**src/rtl/maxpool_wb.sv**
```systemverilog
// maxpool_wb: 2x2 stride-2 max pooling of a raster conv-output stream into the output buffer.
// Define MAXPOOL_WB_RELU_EN to clamp negative pooled values to zero on write.
`timescale 1ns/1ps
module maxpool_wb #(
  parameter int DATA_W = 16,
  parameter int ADDR_W = 16,
  parameter int IMG_W  = 28,
  parameter int IMG_H  = 28,
  parameter int PLANES = 6
) (
  input  logic              clk,
  input  logic              rst_n,
  input  logic              start,
  input  logic              neu_valid,
  input  logic [DATA_W-1:0] neu_data,
  output logic              wr_en,
  output logic [ADDR_W-1:0] wr_addr,
  output logic [DATA_W-1:0] wr_data,
  output logic              plane_done,
  output logic              all_done,
  output logic              busy
);
  localparam int HW      = IMG_W / 2;
  localparam int POOL_SZ = HW * (IMG_H / 2);
  localparam int CW      = $clog2(IMG_W);
  localparam int RW      = $clog2(IMG_H);
  localparam int PW      = $clog2(PLANES + 1);
  localparam int LW      = HW > 1 ? $clog2(HW) : 1;
  if (IMG_W % 2 != 0 || IMG_H % 2 != 0) begin : g_odd_dims
    $error("maxpool_wb: IMG_W and IMG_H must be even");
  end
  logic [CW-1:0]     col;
  logic [RW-1:0]     row;
  logic [PW-1:0]     plane;
  logic [ADDR_W-1:0] pidx, base;
  logic [DATA_W-1:0] pair;
  logic [DATA_W-1:0] linebuf [HW];
  logic [LW-1:0]     lb_idx;
  logic [DATA_W-1:0] hmax, fin, res;
  logic              accept, last_col, last_row;
  // plane reaching PLANES marks the one-cycle drain before busy drops
  always_comb begin
    accept   = neu_valid & busy & ~start & (plane != PW'(PLANES));
    last_col = col == CW'(IMG_W - 1);
    last_row = row == RW'(IMG_H - 1);
    lb_idx   = LW'(col >> 1);
    hmax     = $signed(neu_data) > $signed(pair) ? neu_data : pair;
    fin      = $signed(linebuf[lb_idx]) > $signed(hmax) ? linebuf[lb_idx] : hmax;
`ifdef MAXPOOL_WB_RELU_EN
    res      = fin[DATA_W-1] ? '0 : fin;
`else
    res      = fin;
`endif
  end
  always_ff @(posedge clk or negedge rst_n) begin
    if (!rst_n) begin
      {col, row, plane, pidx, base, pair} <= '0;
      {wr_en, wr_addr, wr_data, plane_done, all_done, busy} <= '0;
      for (int i = 0; i < HW; i++) linebuf[i] <= '0;
    end else begin
      wr_en      <= 1'b0;
      plane_done <= 1'b0;
      if (start) begin
        {col, row, plane, pidx, base} <= '0;
        all_done <= 1'b0;
        busy     <= 1'b1;
      end else if (busy && plane == PW'(PLANES)) begin
        busy     <= 1'b0;
        all_done <= 1'b1;
      end else if (accept) begin
        if (!col[0]) pair <= neu_data;
        else if (!row[0]) linebuf[lb_idx] <= hmax;
        else begin
          wr_en   <= 1'b1;
          wr_addr <= base + pidx;
          wr_data <= res;
          pidx    <= pidx + ADDR_W'(1);
        end
        col <= last_col ? '0 : col + CW'(1);
        if (last_col) row <= last_row ? '0 : row + RW'(1);
        if (last_col && last_row) begin
          pidx       <= '0;
          base       <= base + ADDR_W'(POOL_SZ);
          plane      <= plane + PW'(1);
          plane_done <= 1'b1;
        end
      end
    end
  end
endmodule

```
**config.mk**
```make
export PLATFORM = sky130hd
export DESIGN_NAME = maxpool_wb
export DESIGN_NICKNAME = d
export VERILOG_FILES = /design/src/rtl/maxpool_wb.sv
export SDC_FILE = /design/constraint.sdc
export NUM_CORES = 1
export LEC_CHECK = 0
export ABC_AREA = 1
export BUFFER_PORTS_ARGS = -buffer_cell sky130_fd_sc_hd__buf_2
export CAP_MARGIN = 20
export CORE_MARGIN = 1.5
export CORE_UTILIZATION = 55
export CTS_CLUSTER_SIZE = 30
export DETAILED_ROUTE_END_ITERATION = 6
export HOLD_SLACK_MARGIN = 0.02
export PLACE_DENSITY = 0.72
export SYNTH_ARGS = -nofsm -noshare
export SYNTH_HDL_FRONTEND = slang
export SYNTH_SLANG_ARGS = --single-unit
```
**constraint.sdc**
```tcl
create_clock -name clk -period 5.14 [get_ports clk]
set_input_delay 0 -clock clk [delete_from_list [all_inputs] [get_ports clk]]
set_output_delay 0 -clock clk [all_outputs]
set_load 0.02 [all_outputs]
```
==> results of run 1 <==
==> where the power goes <==
group | switching, uW | internal, uW | total, uW | leakage [uW]
combinational | 2140 | 902 | 3040 | 0.00428
sequential | 211 | 2810 | 3020 | 0.00435
clock | 1080 | 1640 | 2720 | 0.000606
total | 3430 | 5350 | 8780 | 0.00923
==> flip-flops by register name, indices dropped and copies added (netlist names) <==
register	flops
all_done	1
wr_en	1
pair	16
col	5
plane_done	1
wr_data	16
pidx	16
wr_addr	16
linebuf	224
plane	3
busy	1
row	5
base	14
==> worst max-delay path, delay by kind of cell (launching register included) <==
family                     cells  cell delay [ns]
DFF                            1             0.40
AOI/OAI and AO/OA              1             0.18
and+or+nand+nor               15             2.18
buffers and inverters          4             0.85
adders and majority gates      2             0.54
==> cell type report <==
| class | instances | area [um2] | share of cell area, % |
|---|---|---|---|
| flip-flops and latches | 319 | 7980 | 43.6 |
| repair buffers | 111 | 801 | 4.37 |
| inverters | 184 | 691 | 3.77 |
| clock buffers | 52 | 1050 | 5.74 |
| multi-input cells | 1512 | 7100 | 38.8 |
| well taps | 384 | 480 | 2.62 |
| clock inverters | 14 | 214 | 1.17 |
==> per-stage QoR <==
step | cell area (um2) | util, % | setup slack (ns) | hold WS (ns)
floorplan | 16300 | - | 1.70 | -0.296
global placement | 16800 | 58.2 | 1.10 | 0.184
detailed placement | 16800 | 58.3 | 1.05 | 0.186
CTS | 18300 | 63.3 | 1.04 | 0.220
global route | 18300 | 63.5 | 0.479 | 0.263
finish | 18300 | 63.5 | 0.903 | 0.172
==> placed cells by master, fill, tap and decap left out, types with 4 or more instances in the layout <==
master	Yosys	final
o21ai_0	263	263
nor2_1	74	72
clkbuf_8	0	9
o22ai_1	5	5
dlygate4sd3_1	0	19
o21a_1	4	4
xnor2_1	4	4
ha_1	51	51
nand3_1	74	74
nand4_1	90	90
nor2_2	7	8
clkbuf_16	0	36
o21ai_1	12	12
xor2_1	14	14
nand2_1	829	829
inv_1	168	168
a31oi_1	4	4
bufinv_16	0	4
clkinv_1	8	8
clkinvlp_4	0	4
buf_4	6	33
a21oi_1	40	40
buf_2	32	54
dfrtp_1	319	319
clkbuf_1	73	7
nor3_1	20	20
inv_2	8	8
==> timing repair <==
item | in CTS | in global routing
hold endpoints to repair | 165 | 0
hold buffers | 19 | 0
setup endpoints to repair | 0 | 0
==> worst max-delay path by stage <==
stage / start / end / slack, ns / cells past startpoint
CTS: pair[7] / wr_data[15] / 1.04 / 27
floorplan: pair[11] / wr_data[10] / 1.70 / 21
global route: pair[7] / wr_data[14] / 0.48 / 27
detailed placement: pair[7] / wr_data[15] / 1.05 / 27
global placement: pair[7] / wr_data[12] / 1.10 / 27
finish: pair[7] / wr_data[14] / 0.90 / 22
==> routing by layer <==
metal / wire length (um) / share of wire (%) / global-route usage (%) / up-vias
met3: 3240 / 7.2 / 3.66 / 102
met2: 20100 / 45 / 47.4 / 535
met1: 20200 / 45 / 43.9 / 6939
met5: 0 / 0 / 0 / -
met4: 1580 / 3.5 / 11.0 / 0
li1: - / - / - / 6922
==> cells by family after synthesis <==
group	count (synthesis)
XOR/XNOR	18
AND/OR/NAND/NOR	1105
flip-flops	319
adder cells (fa/ha/maj)	51
AO/OA/AOI/OAI	338
buffers and inverters	298
==> flow_summary_export.csv, run 1 <==
group,metric,value,unit
outcome,status,"finished clean",
setup_path,setup.worst_path.start_class,"flip-flop",
synth,synth_top_area_cell,"dfrtp_1",
synth,synth-simple-area-share,28.0,%
sta,relSlewSlack,25.0,%
global_routing,grt_usage,30.4,%
setup_path,r2r_end,"wr_data[14]",
synth,synth.distinct_cells,36,
routing,drc,0,
synth,syn_inst,2129,
clock_tree,cts_resized,0,
place,dp_hpwl,29300,um
setup_path,cp.required,5.60,ns
clock_tree,clk_latency,0.54,ns
power,ir_drop,0.359,mV
synth,synth_ff_type,"dfrtp_1",
sta,rsz0062_at_grt,"false",
clock_tree,cts.sinks,319,
setup_path,rr_startpoint,"pair[7]",
final_layout,fillerInstances,2560,
clock_tree,cts_buffer_depth,3,
floorplan,die_area,30600,um2
sta,min_period,4.24,ns
place,place.gp.congestion,0.942,
final_layout,area_growth,12.7,%
routing,first_pass_iters,6,
place,portBuffers,55,
place,dp.cells,2489,
floorplan,start_util,56.3,%
routing,via_per_inst,5.63,
final_layout,layout-drive-gt1-share,7.98,%
final_layout,insertedDiodeCount,0,
synth,synth_edf_count,0,
sta,min_period_over_period,82.4,%
sta,tightest_slew,1.12,ns
setup_path,end_kind,"flip-flop",
global_routing,first_global_vias,13836,
power,power,8780,uW
setup_path,reg2reg_depth,22,
setup_path,cp_max_fo,31,
setup_path,critPathSlowestCell,"nand3_1",
global_routing,grt_max_degree,125,
clock_tree,cts_made_buffers,36,
synth,synth_fa_ha_area_share,3.93,%
clock_tree,clk_pin_slew,0.06,ns
floorplan,die_w,175,um
global_routing,grt_pass1_wl,73700,um
setup_path,critical_path_class,"reg -> reg",
final_layout,final_cells,2576,
routing,wl_per_cell,17.5,um
setup_path,crit_path_frequent_cell,"nand2_1",
floorplan,row_count,62,
synth,synth_area_leaders,"dfrtp_1 49%, nand2_1 19%, o21ai_0 8.1%",
synth,synth-xor-area-share,0.970,%
clock_tree,clock-root-buffer,"clkbuf_16",
synth,synth_seq_area_share,49.1,%
synth,synth_area,16300,um2
clock_tree,post_cts.repair.setup_buffers,0,
setup_path,arrival,4.70,ns
synth,syn_avg_cell_area,7.63,um2
sta,fmax,0.236,GHz
clock_tree,tritoncts,"built",
global_routing,grt_overflow,0,
floorplan,coreArea,28900,um2
sta,slew_viol_final,0,
min_path,hp-class,"in -> async",
floorplan,io_pins,56,
synth,syn_nets,2200,
synth,synth_top_family_by_area,"simple AND/OR/NAND/NOR gates",
sta,timing.setup.tns,0,ns
power,p_leak,0.00923,uW
routing,drtIter0Drc,1421,
sta,setup_viol,0,
synth,synth.top_cells.by_count,"829 x nand2_1, 319 x dfrtp_1, 263 x o21ai_0",
final_layout,layout.nets,2235,
routing,postRouteAntennaNets,0,
setup_path,cp_cell_sequence,"inv_1 -> ha_1 -> a21o_1 -> nor2_1 -> nand2_1 -> nand2_1 -> nand2_1 -> nand2_1 -> buf_4 -> nand4_1 -> nand2_1 -> buf_4 -> ha_1 -> nand2_1 -> nor3_1 -> nand2_1 -> nand3_1 -> buf_4 -> nand3_1 -> nand3_1 -> nand2_1 -> nand2_1",
global_routing,antenna_found_initial,0,
floorplan,die_h,175,um
setup_path,r2r_slack,0.90,ns
power,power_density,479,nW/um2
synth,ys_async_sr_fraction,100,%
synth,synthMuxAreaShare,0,%
routing,vias,14498,
synth,synth-compound-area-share,10.7,%
synth,yosysTopAreaCellShare,49.1,%
synth,ys_warn_count,0,
setup_path,critPathMaxStageDelay,0.48,ns
clock_tree,cts_htree_levels,2,
synth,synth_most_common_cell,"nand2_1",
routing,wl,45100,um
flow_run,cap_violations,0,
sta,finalHoldViolations,0,
synth,synth-seq-cells,319,
sta,fin_skew,0.0207,ns
Note: power is estimated with default switching activity, not from simulation.
==> run 2: changes to the inputs <==
- ABC_AREA: 1 -> 0
- clock period: 5.14 -> 4.4 ns (I/O delays scaled with it)
==> flow_summary_export.csv, run 2 <==
group,metric,value,unit
final_layout,multiInputGateArea,7070,um2
sta,fmax,0.228,GHz
clock_tree,cts_made_buffers,35,
synth,synth_most_common_cell,"dfrtp_1",
sta,timing.setup.tns,0,ns
final_layout,seq_area,7990,um2
sta,min_period,4.39,ns
floorplan,die_area,29200,um2
global_routing,grt_overflow,0,
setup_path,cp_cell_sequence,"inv_2 -> ha_4 -> a21o_1 -> a21oi_2 -> nor2_2 -> a2111oi_4 -> nor2_4 -> buf_6 -> a22o_1 -> or3_4 -> inv_4 -> ha_4 -> and3_4 -> nand3_4 -> or3_4 -> o211ai_1 -> mux2_4 -> and2_4 -> a221o_1",
synth,syn_avg_cell_area,10.1,um2
final_layout,final_cells,2007,
setup_path,reg2reg_depth,19,
synth,ys_async_sr_fraction,100,%
routing,drc,0,
setup_path,end_kind,"flip-flop",
setup_path,critical_path_class,"reg -> reg",
power,power_density,446,nW/um2
synth,syn_nets,1602,
synth,synth_edf_count,0,
synth,synth.top_cells.by_count,"319 x dfrtp_1, 200 x nand2_1, 179 x nor2_1",
synth,yosysTopAreaCellShare,51.5,%
setup_path,crit_family,"compound AO/OA/AOI/OAI gates",
synth,synth_seq_area_share,51.5,%
setup_path,path_buf_inv,3,
setup_path,rr_startpoint,"pair[11]",
routing,wl_per_cell,19.4,um
clock_tree,clock-root-buffer,"clkbuf_16",
synth,synth.distinct_cells,66,
final_layout,layout.nets,1675,
global_routing,grt_pass1_wl,61900,um
final_layout,insertedDiodeCount,0,
global_routing,grt_max_degree,122,
sta,slew_viol_final,0,
final_layout,final_cell_mix,"317 x dfrtp_1, 200 x nand2_1, 174 x nor2_1, 153 x o21ai_0, 142 x a21oi_1",
place,place.gp.congestion,0.883,
routing,via_per_inst,5.95,
place,dp_hpwl,24900,um
routing,first_pass_iters,6,
synth,synth-seq-cells,319,
setup_path,critPathSlowestCell,"a2111oi_4",
setup_path,path_depth,19,
routing,postRouteAntennaNets,0,
floorplan,coreArea,27800,um2
final_layout,largest_reg_flops,224,
synth,syn_inst,1531,
synth,ys_warn_count,0,
flow_run,cap_violations,0,
power,ir_drop,0.310,mV
clock_tree,cts_htree_levels,2,
sta,setup_viol,0,
floorplan,die_h,171,um
sta,rsz0062_at_grt,"true",
setup_path,setup.worst_path.start_class,"flip-flop",
global_routing,grt_usage,27.1,%
clock_tree,tritoncts,"built",
setup_path,cp_max_fo,8,
clock_tree,clk_pin_slew,0.06,ns
power,p_leak,0.00829,uW
synth,synth_ff_type,"dfrtp_1",
sta,fin_skew,0.0224,ns
clock_tree,cts.sinks,319,
setup_path,startpoint,"pair[11]",
setup_path,arrival,4.79,ns
place,dp.cells,1913,
routing,drtIter0Drc,1186,
routing,vias,11933,
sta,finalHoldViolations,0,
global_routing,first_global_vias,11487,
final_layout,post-route-util,64.7,%
global_routing,antenna_found_initial,0,
min_path,hp-class,"in -> async",
floorplan,io_pins,56,
place,pre_cts_ws,-0.0177,ns
synth,synth_area,15500,um2
routing,wl,39000,um
final_layout,area_growth,16.0,%
floorplan,die_w,171,um
floorplan,start_util,55.8,%
final_layout,final_common_cell,"dfrtp_1",
clock_tree,clk_latency,0.52,ns
sta,tightest_slew,0.927,ns
sta,finalWorstSetupSlack,0.0111,ns
setup_path,cp.required,4.80,ns
place,portBuffers,55,
sta,min_period_over_period,99.7,%
final_layout,fillerInstances,2216,
setup_path,critPathMaxStageDelay,0.41,ns
sta,relSlewSlack,38.2,%
floorplan,row_count,61,
final_layout,layout-drive-gt1-share,17.8,%
synth,synth_top_area_cell,"dfrtp_1",
clock_tree,cts_buffer_depth,3,
outcome,status,"finished clean",
final_layout,regMostFlops,"linebuf",
synth,synth_area_leaders,"dfrtp_1 52%, mux4_2 7.0%, o21ai_0 5.0%",
run 2: worst paths after layout:
path	end	slack, ns
worst max-delay path	wr_data[1]	0.01
min in group clk	pair[6]	0.31
worst min register to register	wr_addr[1]	0.47
max in group asynchronous	linebuf[83]	2.94
worst max register to register	wr_data[1]	0.01
worst min-delay path	linebuf[159]	0.20
run 2: cell type report:
type	instances	area share, %
clock buffers	51	6.05
clock inverters	11	0.703
repair buffers	143	5.99
flip-flops and latches	319	44.4
inverters	39	0.856
multi-input cells	1066	39.3
well taps	378	2.63
run 2: metal layers:
layer	up-vias	track usage, %	part of all wire, %
met5	-	0	0
met4	0	8.73	2.4
met3	74	3.89	5.7
li1	5551	-	-
met1	5954	38.2	44
met2	354	43.6	48
run 2: logic make-up (layout without fill, tap and decap cells):
| logic type | after synthesis | after routing | share of synthesized area [%] |
|---|---|---|---|
| mux | 66 | 66 | 8.15 |
| buf+inv | 147 | 244 | 4.21 |
| xor+xnor | 35 | 35 | 1.98 |
| fa+ha+maj | 51 | 51 | 4.12 |
| simple gates | 512 | 513 | 14.8 |
| flops | 319 | 319 | 51.5 |
| compound gates | 401 | 401 | 15.3 |
run 2: repair_timing:
action / in CTS / in global routing
buffers inserted: 0 / 8
hold endpoints to repair: 141 / 0
gates resized for setup: 2 / 25
cloned: 0 / 3
endpoints found under the setup margin: 16 / 16
hold buffers: 19 / 0
pin swaps: 0 / 17
run 2: report_power, final:
group          switching, uW  internal (uW)  total [uW]
registers                130           3110        3240
clock network           1180           1840        3020
logic                   1040            713        1750
run 2: metrics by stage:
stage               power, uW  instance area, um2  hold slack [ns]
detailed placement       4870               16300            0.169
finish                   8010               18000            0.205
floorplan                4290               15600           -0.296
global placement         4820               16300            0.156
global route             8340               18000            0.303
CTS                      7920               17700            0.229
